<file path="src/rtl/serial_word_feeder_if.sv">
// rtl/serial_word_feeder_if.sv - word handshake and serial output bundle for serial_word_feeder
interface serial_word_feeder_if #(
    parameter int WIDTH = 8
);
    logic [WIDTH-1:0] din;
    logic             din_valid;
    logic             din_ready;
    logic             j;
    logic             j_valid;
    logic             frame_done;
    logic [7:0]       words_sent;

    modport master (
        output din, din_valid,
        input  din_ready, j, j_valid, frame_done, words_sent
    );

    modport slave (
        input  din, din_valid,
        output din_ready, j, j_valid, frame_done, words_sent
    );
endinterface

</file>
<file path="src/rtl/serial_word_feeder.sv">
// rtl/serial_word_feeder.sv - parallel word to serial bit stream feeder; PARITY_EN adds an even-parity trailer bit
module serial_word_feeder #(
    parameter int WIDTH     = 8,
    parameter bit MSB_FIRST = 1'b1,
    parameter bit IDLE_BIT  = 1'b0
) (
    input  logic               clock,
    input  logic               reset,
    serial_word_feeder_if.slave bus
);
    localparam int             CW   = (WIDTH > 1) ? $clog2(WIDTH) : 1;
    localparam logic [CW-1:0]  LAST = CW'(WIDTH - 1);

`ifdef PARITY_EN
    typedef enum logic [1:0] {IDLE, SHIFT, PARITY} state_t;
`else
    typedef enum logic [1:0] {IDLE, SHIFT} state_t;
`endif

    state_t           state, state_n;
    logic [WIDTH-1:0] shift_reg, shift_n;
    logic [CW-1:0]    bit_cnt, cnt_n;
    logic             j_q, j_n;
    logic             jv_q, jv_n;
    logic             fd_q, fd_n;
    logic [7:0]       ws_q, ws_n;
    logic             end_frame;
    logic             ready;
    logic             accept;
`ifdef PARITY_EN
    logic             par_q, par_n;

    assign end_frame = (state == PARITY);
`else
    assign end_frame = (state == SHIFT) && (bit_cnt == LAST);
`endif

    // Ready comes only from registered state, so din never reaches j combinationally
    assign ready  = (state == IDLE) || end_frame;
    assign accept = bus.din_valid && ready;

    assign bus.din_ready  = ready;
    assign bus.j          = j_q;
    assign bus.j_valid    = jv_q;
    assign bus.frame_done = fd_q;
    assign bus.words_sent = ws_q;

    always_ff @(posedge clock) begin
        if (reset) begin
            state     <= IDLE;
            shift_reg <= '0;
            bit_cnt   <= '0;
            j_q       <= IDLE_BIT;
            jv_q      <= 1'b0;
            fd_q      <= 1'b0;
            ws_q      <= 8'd0;
`ifdef PARITY_EN
            par_q     <= 1'b0;
`endif
        end else begin
            state     <= state_n;
            shift_reg <= shift_n;
            bit_cnt   <= cnt_n;
            j_q       <= j_n;
            jv_q      <= jv_n;
            fd_q      <= fd_n;
            ws_q      <= ws_n;
`ifdef PARITY_EN
            par_q     <= par_n;
`endif
        end
    end

    // shift_reg holds the bits not yet placed on j; j_q is the bit on the line now
    always_comb begin
        state_n = state;
        shift_n = shift_reg;
        cnt_n   = bit_cnt;
        j_n     = j_q;
        jv_n    = jv_q;
        fd_n    = 1'b0;
        ws_n    = ws_q;
`ifdef PARITY_EN
        par_n   = par_q;
`endif
        case (state)
            SHIFT: begin
                if (bit_cnt != LAST) begin
                    cnt_n   = bit_cnt + CW'(1);
                    j_n     = MSB_FIRST ? shift_reg[WIDTH-1] : shift_reg[0];
                    shift_n = MSB_FIRST ? (shift_reg << 1) : (shift_reg >> 1);
`ifndef PARITY_EN
                    fd_n    = (cnt_n == LAST);
`endif
                end else begin
`ifdef PARITY_EN
                    state_n = PARITY;
                    j_n     = par_q;
                    fd_n    = 1'b1;
`else
                    state_n = IDLE;
                    j_n     = IDLE_BIT;
                    jv_n    = 1'b0;
                    cnt_n   = '0;
`endif
                end
            end
`ifdef PARITY_EN
            PARITY: begin
                state_n = IDLE;
                j_n     = IDLE_BIT;
                jv_n    = 1'b0;
                cnt_n   = '0;
            end
`endif
            default: ;
        endcase

        // A transfer on an end-of-frame edge chains straight into the next word
        if (accept) begin
            state_n = SHIFT;
            cnt_n   = '0;
            j_n     = MSB_FIRST ? bus.din[WIDTH-1] : bus.din[0];
            shift_n = MSB_FIRST ? (bus.din << 1) : (bus.din >> 1);
            jv_n    = 1'b1;
            fd_n    = 1'b0;
            ws_n    = ws_q + 8'd1;
`ifdef PARITY_EN
            par_n   = ^bus.din;
`endif
        end
    end
endmodule

</file>
<file path="src/flat_wrapper.sv">
// flat-port wrapper written by rule: the top's interface ports become plain ports
module serial_word_feeder_flat 
#(
    parameter int WIDTH     = 8,
    parameter bit MSB_FIRST = 1'b1,
    parameter bit IDLE_BIT  = 1'b0
)
  (clock, reset, bus_din, bus_din_valid, bus_din_ready, bus_j, bus_j_valid, bus_frame_done, bus_words_sent);
  serial_word_feeder_if #(.WIDTH(WIDTH)) bus_i ();
  input  logic clock;
  input  logic reset;
  input wire logic [$bits(bus_i.din)-1:0] bus_din;
  input wire logic [$bits(bus_i.din_valid)-1:0] bus_din_valid;
  output wire logic [$bits(bus_i.din_ready)-1:0] bus_din_ready;
  output wire logic [$bits(bus_i.j)-1:0] bus_j;
  output wire logic [$bits(bus_i.j_valid)-1:0] bus_j_valid;
  output wire logic [$bits(bus_i.frame_done)-1:0] bus_frame_done;
  output wire logic [$bits(bus_i.words_sent)-1:0] bus_words_sent;
  assign bus_i.din = bus_din;
  assign bus_i.din_valid = bus_din_valid;
  assign bus_din_ready = bus_i.din_ready;
  assign bus_j = bus_i.j;
  assign bus_j_valid = bus_i.j_valid;
  assign bus_frame_done = bus_i.frame_done;
  assign bus_words_sent = bus_i.words_sent;
  serial_word_feeder #(.WIDTH(WIDTH), .MSB_FIRST(MSB_FIRST), .IDLE_BIT(IDLE_BIT)) u_core (.clock(clock), .reset(reset), .bus(bus_i));
endmodule
</file>
<file path="config.mk">
export PLATFORM = sky130hd
export DESIGN_NAME = serial_word_feeder_flat
export DESIGN_NICKNAME = d
export VERILOG_FILES = /design/src/rtl/serial_word_feeder_if.sv /design/src/rtl/serial_word_feeder.sv /design/src/flat_wrapper.sv
export SDC_FILE = /design/constraint.sdc
export NUM_CORES = 1
export LEC_CHECK = 0
export ABC_CLOCK_PERIOD_IN_PS = 2850
export CAP_MARGIN = 20
export CORE_MARGIN = 2
export CORE_UTILIZATION = 51
export DETAILED_ROUTE_END_ITERATION = 16
export PLACE_DENSITY = 0.92
export SLEW_MARGIN = 20
export SYNTH_ARGS = -nofsm -noshare
export SYNTH_HDL_FRONTEND = slang
export SYNTH_SLANG_ARGS = --single-unit
</file>
<file path="constraint.sdc">
create_clock -name clock -period 2.85 [get_ports clock]
set_input_delay 0.285 -clock clock [delete_from_list [all_inputs] [get_ports clock]]
set_output_delay 0.285 -clock clock [all_outputs]
set_load 0.01 [all_outputs]
</file>
==> run metrics, run 1 <==
clk_skew 0.00321 ns; fmax 440 MHz; Comb pwr share 0.147; Slew headroom 0.526; hold_buf cts 0; Cells after Synth 105; Post-route DRC 0; vias in the first global route 732; core area 0.00175 mm2; PortBufs 22; setup TNS 0 ns; Resized cells post-CTS 0; Synth area leader dfxtp_1; max reg flops 8; Clk pwr share 0.257; Crit. End Element output pin; Avg Inst Size Synth 9.15 um2; count of cell types in the netlist 27; final setup violation count 0; Max Slew Vio Count 0; number of detailed-route iterations in the first pass 4; largest net degree at the start of global routing 24; CTS buffer count 3; area of the multi-input gates 492 um2; internal power 0.403 mW; yosys warns 0; CP Data Arrival Time 1.99 ns; Area Overhead vs Synth 25.7%; die area 0.00225 mm2; RSZ-0062 raised after global routing no; register area 420 um2; number of setup buffers added after CTS 0; Iter 0 DRT Violations 14; Seq/Total Area, Yosys 0.438; leakage power 0.480 nW; Hold Crit Class reg2reg; first-pass GRT wire length 3.03 mm; Seq pwr share 0.596; Syn Nets 120; H-tree level count 1; number of diodes 0; final net count 141; PwrDens 444 mW/mm2; Via Count 808; clock root cell clkbuf_4; Final Cycle Share 0.798; most frequent cells in the layout clkdlybuf4s50_1 (22), dfxtp_1 (21), nor2_1 (19); cell area after synthesis 961 um2; status finished, final reports clean; final total power 0.536 mW; top cells by area, synth dfxtp_1 (44%), mux2i_1 (8.3%), nor2_1 (7.4%); worst hold slack 0.500 ns; max-cap viol count 0; Hold Vio Cnt, Final 0; initial core utilization 0.551; Tmin final 2.27 ns; crit path kind reg2out; critical path required time 2.57 ns; layout cells sized above 1 0.0640; Yosys top cell area share 0.438; standard-cell rows 15; Overflow after GRT 0; Die X 47.4 um; cell area after layout 0.00121 mm2; Die H 47.4 um; sw frac 0.248; routability cong. 0.801; Placed Area 0.00118 mm2; worst vdd ir 0.309 mV; critical path launch point type flop; Sink Count 21; detailed placement HPWL 1.37 mm; Worst-Margin Slew 0.709 ns; worst skew pair latency 0.29 ns; All-Layer GR Usage 0.195; mean routed wirelength per cell 12.3 um; FILL cells 147; clock-pin slew of the registers on the worst-case setup and hold paths 0.11 ns; commonest non-fill, non-tap cell in the layout clkdlybuf4s50_1; initial antenna violation count 0; Post-DRT Antenna Nets 0; pre-CTS WS 0.920 ns; post-synthesis register bit count 21; Max FO, Critical Path 23; IO Count 23; switching pwr 0.133 mW; CTS tree yes; drt via density 5.39; PnR worst setup slack 0.576 ns; clk buf depth 2; WL final 1.84 mm
==> layer usage <==
metal / track usage / wire length [um] / vias to the layer above
li1: - / - / 408
met1: 0.216 / 823 / 377
met2: 0.351 / 917 / 19
met3: 0.0346 / 70 / 4
met4: 0.0944 / 27 / 0
met5: 0 / 0 / -
==> worst max-delay path, stage by stage (launching register included) <==
cell and delay [ns]:
dfxtp_1 0.39, ha_1 0.17, ha_1 0.28, nor2b_4 0.09
inv_4 0.19, clkdlybuf4s50_1 0.58
==> worst paths after layout <==
path              slack [ns]  cells after the start                        to                      from
setup / recovery        0.58                      5             bus_din_ready         u_core.bit_cnt[0]
hold / removal          0.50                      2  u_core.bus.words_sent[7]  u_core.bus.words_sent[7]
setup reg to reg        1.04                      7  u_core.bus.words_sent[7]         u_core.bit_cnt[0]
hold reg to reg         0.50                      2  u_core.bus.words_sent[7]  u_core.bus.words_sent[7]
==> metrics by stage <==
| step | cells | util |
|---|---|---|
| after floorplan | 105 | - |
| after global placement | 146 | 0.677 |
| after detailed placement | 146 | 0.677 |
| after CTS | 150 | 0.692 |
| after global routing | 150 | 0.692 |
| final | 150 | 0.692 |
==> layout make-up <==
cell class / count / share of cell area
Clock buffer: 4 / 0.0218
Inverter: 2 / 0.00829
Multi-Input combinational cell: 75 / 0.407
Sequential cell: 21 / 0.348
Tap cell: 25 / 0.0259
Timing Repair Buffer: 23 / 0.189
==> synth_stat cells <==
| master | n |
|---|---|
| a211oi_1 | 6 |
| mux2i_1 | 8 |
| ha_1 | 4 |
| nor2_1 | 19 |
| and3_1 | 1 |
| and4_1 | 1 |
| nand2_1 | 5 |
| clkbuf_1 | 2 |
| and2_1 | 2 |
| inv_4 | 1 |
| xor2_1 | 6 |
| nor3b_1 | 2 |
| buf_6 | 1 |
| or2_2 | 1 |
| or3_1 | 1 |
| a32oi_1 | 1 |
| a31oi_1 | 1 |
| buf_2 | 4 |
| nand4_1 | 4 |
| nor2b_4 | 1 |
| nand3_1 | 2 |
| a21oi_1 | 6 |
| nand3_2 | 1 |
| dfxtp_1 | 21 |
| o21ai_0 | 1 |
| nor3_1 | 2 |
| inv_1 | 1 |
==> cell families after synthesis <==
logic type,count (synthesis),synth area share
AO/OA/AOI/OAI,15,0.0990
XOR/XNOR,6,0.0547
adder cells (fa/ha/maj),4,0.0521
buffers and inverters,9,0.0508
flip-flops,21,0.437
multiplexers,8,0.0833
AND/OR/NAND/NOR,42,0.223
==> power groups by stage <==
stage	Sequential (mW)	Clock [mW]	Combinational, mW
floorplan	0.325	0	0.0476
global placement	0.325	0	0.0757
detailed placement	0.326	0	0.0788
CTS	0.319	0.141	0.0793
global route	0.321	0.157	0.0869
finish	0.319	0.138	0.0787
No activity file was read; power rests on OpenSTA's default activity.
==> run 2: changes to the inputs <==
ABC_CLOCK_PERIOD_IN_PS = 2300   (was 2850)
CORE_UTILIZATION = 47   (was 51)
PLACE_DENSITY = 0.86   (was 0.92)
clock period = 2.3 ns   (was 2.85 ns; I/O delays follow)
==> run 2 against run 1 <==
  * Clock skew shrank 0.00068 ns
  * Critical path type unchanged
  * Sequential share of layout area shrank 0.36 points
  * Worst setup slack lost 0.43 ns
  * Cell count grew 2.0%
  * Worst hold slack lost 0.0047 ns
  * Design area grew 1.0%
  * Highest routed layer unchanged
==> run metrics, run 2 (synthesis gave the netlist of run 1 again) <==
status finished, final reports clean; final total power 0.668 mW (+25%); die area 0.00242 mm2 (+7.8%); Comb pwr share 0.148 (about the same); standard-cell rows 16 (+1); setup TNS 0 ns (unchanged); commonest non-fill, non-tap cell in the layout clkdlybuf4s50_1; RSZ-0062 raised after global routing no; Max Slew Vio Count 0 (unchanged); final setup violation count 0 (unchanged); PortBufs 22 (unchanged); Tmin final 2.15 ns; Area Overhead vs Synth 27.0%; cell area after layout 0.00122 mm2 (+1.0%); H-tree level count 1 (unchanged); WL final 1.72 mm (-6.2%); CTS buffer count 3 (unchanged); Slew headroom 0.516 (-0.00947); final net count 142 (+0.71%); clock-pin slew of the registers on the worst-case setup and hold paths 0.11 ns (about the same); most frequent cells in the layout clkdlybuf4s50_1 (22), dfxtp_1 (21), nor2_1 (19); clk_skew 0.00253 ns (-0.000681 ns); Worst-Margin Slew 0.724 ns (+0.0142 ns); PwrDens 547 mW/mm2 (+23%); number of diodes 0 (unchanged); CTS tree yes; worst path bufs/invs 2 (unchanged); layout cells sized above 1 0.0714 (+0.00743); largest net degree at the start of global routing 24 (unchanged); CP Data Arrival Time 1.92 ns (-0.07 ns); IO Count 23 (unchanged); routability cong. 0.736 (-8.0%); initial antenna violation count 0 (unchanged); detailed placement HPWL 1.28 mm (-7.1%); PnR worst setup slack 0.147 ns (-0.428 ns); first-pass GRT wire length 3.06 mm (+1.1%); Via Count 794 (-1.7%); worst vdd ir 0.387 mV (+25%); leakage power 0.486 nW (+1.1%); critical path launch point type flop; worst hold slack 0.495 ns (-0.00469 ns); worst-path cell chain ha_1, ha_1, nor2b_4, inv_6, clkdlybuf4s50_1; worst skew pair latency 0.30 ns (about the same); cell with the largest stage delay on the worst path clkdlybuf4s50_1; hold_buf cts 0 (unchanged); number of detailed-route iterations in the first pass 4 (unchanged); sw frac 0.250 (+0.00201); switching pwr 0.167 mW (+26%); Hold Vio Cnt, Final 0 (unchanged); Max FO, Critical Path 23 (unchanged); Final Cycle Share 0.936; Die H 49.2 um (+3.8%); Die X 49.2 um (+3.8%); Crit. End Element output pin; FILL cells 177 (+20%); pre-CTS WS 0.448 ns (-0.472 ns); Clk pwr share 0.261 (+0.004); initial core utilization 0.495 (-0.0557); internal power 0.501 mW (+24%); Post-route DRC 0 (unchanged); critical path required time 2.07 ns (-0.50 ns); Critical Path Max Stage Delay 0.49 ns (-0.09 ns); Seq pwr share 0.590 (-0.006); mean routed wirelength per cell 11.3 um (-8.0%); max reg flops 8 (unchanged); max-cap viol count 0 (unchanged); core area 0.00194 mm2 (+11%); crit path kind reg2out; clk buf depth 2 (unchanged); number of setup buffers added after CTS 0 (unchanged); Top delay family on crit path buffers and inverters; fmax 465 MHz; Overflow after GRT 0 (unchanged); CP dominant cell by count ha_1; vias in the first global route 697 (-4.8%); All-Layer GR Usage 0.159 (-0.0352); drt via density 5.19 (-3.7%); Hold Crit Class reg2reg; clock root cell clkbuf_4; Sink Count 21 (unchanged); Post-DRT Antenna Nets 0 (unchanged); Placed Area 0.00119 mm2 (+0.85%); Iter 0 DRT Violations 19 (+5)
==> run 2: cell types whose count changed in the layout (fill, tap and decap cells not counted), sizes merged <==
cell / previous run / this run
buf: 1 / 2
==> run 2: per-layer routing <==
metal  vias up  GRT usage  part of all wire
li1        405          -                 -
met1       365      0.203              0.46
met2        20      0.261              0.48
met3         4     0.0307             0.041
met4         0     0.0667             0.019
met5         -          0                 0
==> run 2: area by class of cell <==
cell class	instances	area [um2]	area share
clock buffer	4	26.3	0.0215
tap	27	33.8	0.0277
timing repair buffer	24	235	0.193
multi-input combinational	75	492	0.403
sequential	21	420	0.345
inverter	2	12.5	0.0103
==> run 2: metrics by stage <==
step / utilization / instances
floorplan: - / 105
global placement: 0.613 / 149
detailed placement: 0.613 / 149
CTS: 0.627 / 153
global route: 0.628 / 153
finish: 0.628 / 153
==> run 2: power by group through the flow <==
stage,sequential [mW],combinational (mW),clock (mW)
3_5_place_dp,0.402,0.0984,0
2_1_floorplan,0.402,0.0590,0
3_3_place_gp,0.402,0.0961,0
5_1_grt,0.397,0.110,0.195
6_report,0.394,0.0989,0.175
4_1_cts,0.394,0.0990,0.179
==> run 2: tightest hold or removal path: cells and delay by family, from the launching register on <==
family           cells  cell delay (ns)
AND/OR/NAND/NOR      1             0.06
AO/OA/AOI/OAI        1             0.05
flip-flops           1             0.35
==> run 2: worst paths after layout <==
kind                       startpoint                       end  slack (ns)  cells after the start
max                 u_core.bit_cnt[0]             bus_din_ready        0.15                      5
min          u_core.bus.words_sent[1]  u_core.bus.words_sent[1]        0.49                      2
max reg2reg         u_core.bit_cnt[0]  u_core.bus.words_sent[7]        0.57                      7
min reg2reg  u_core.bus.words_sent[1]  u_core.bus.words_sent[1]        0.49                      2
==> run 2: repair_timing <==
item	CTS	global route
endpoints found under the setup margin	0	1
gates resized for setup	0	1
hold endpoints to repair	0	0
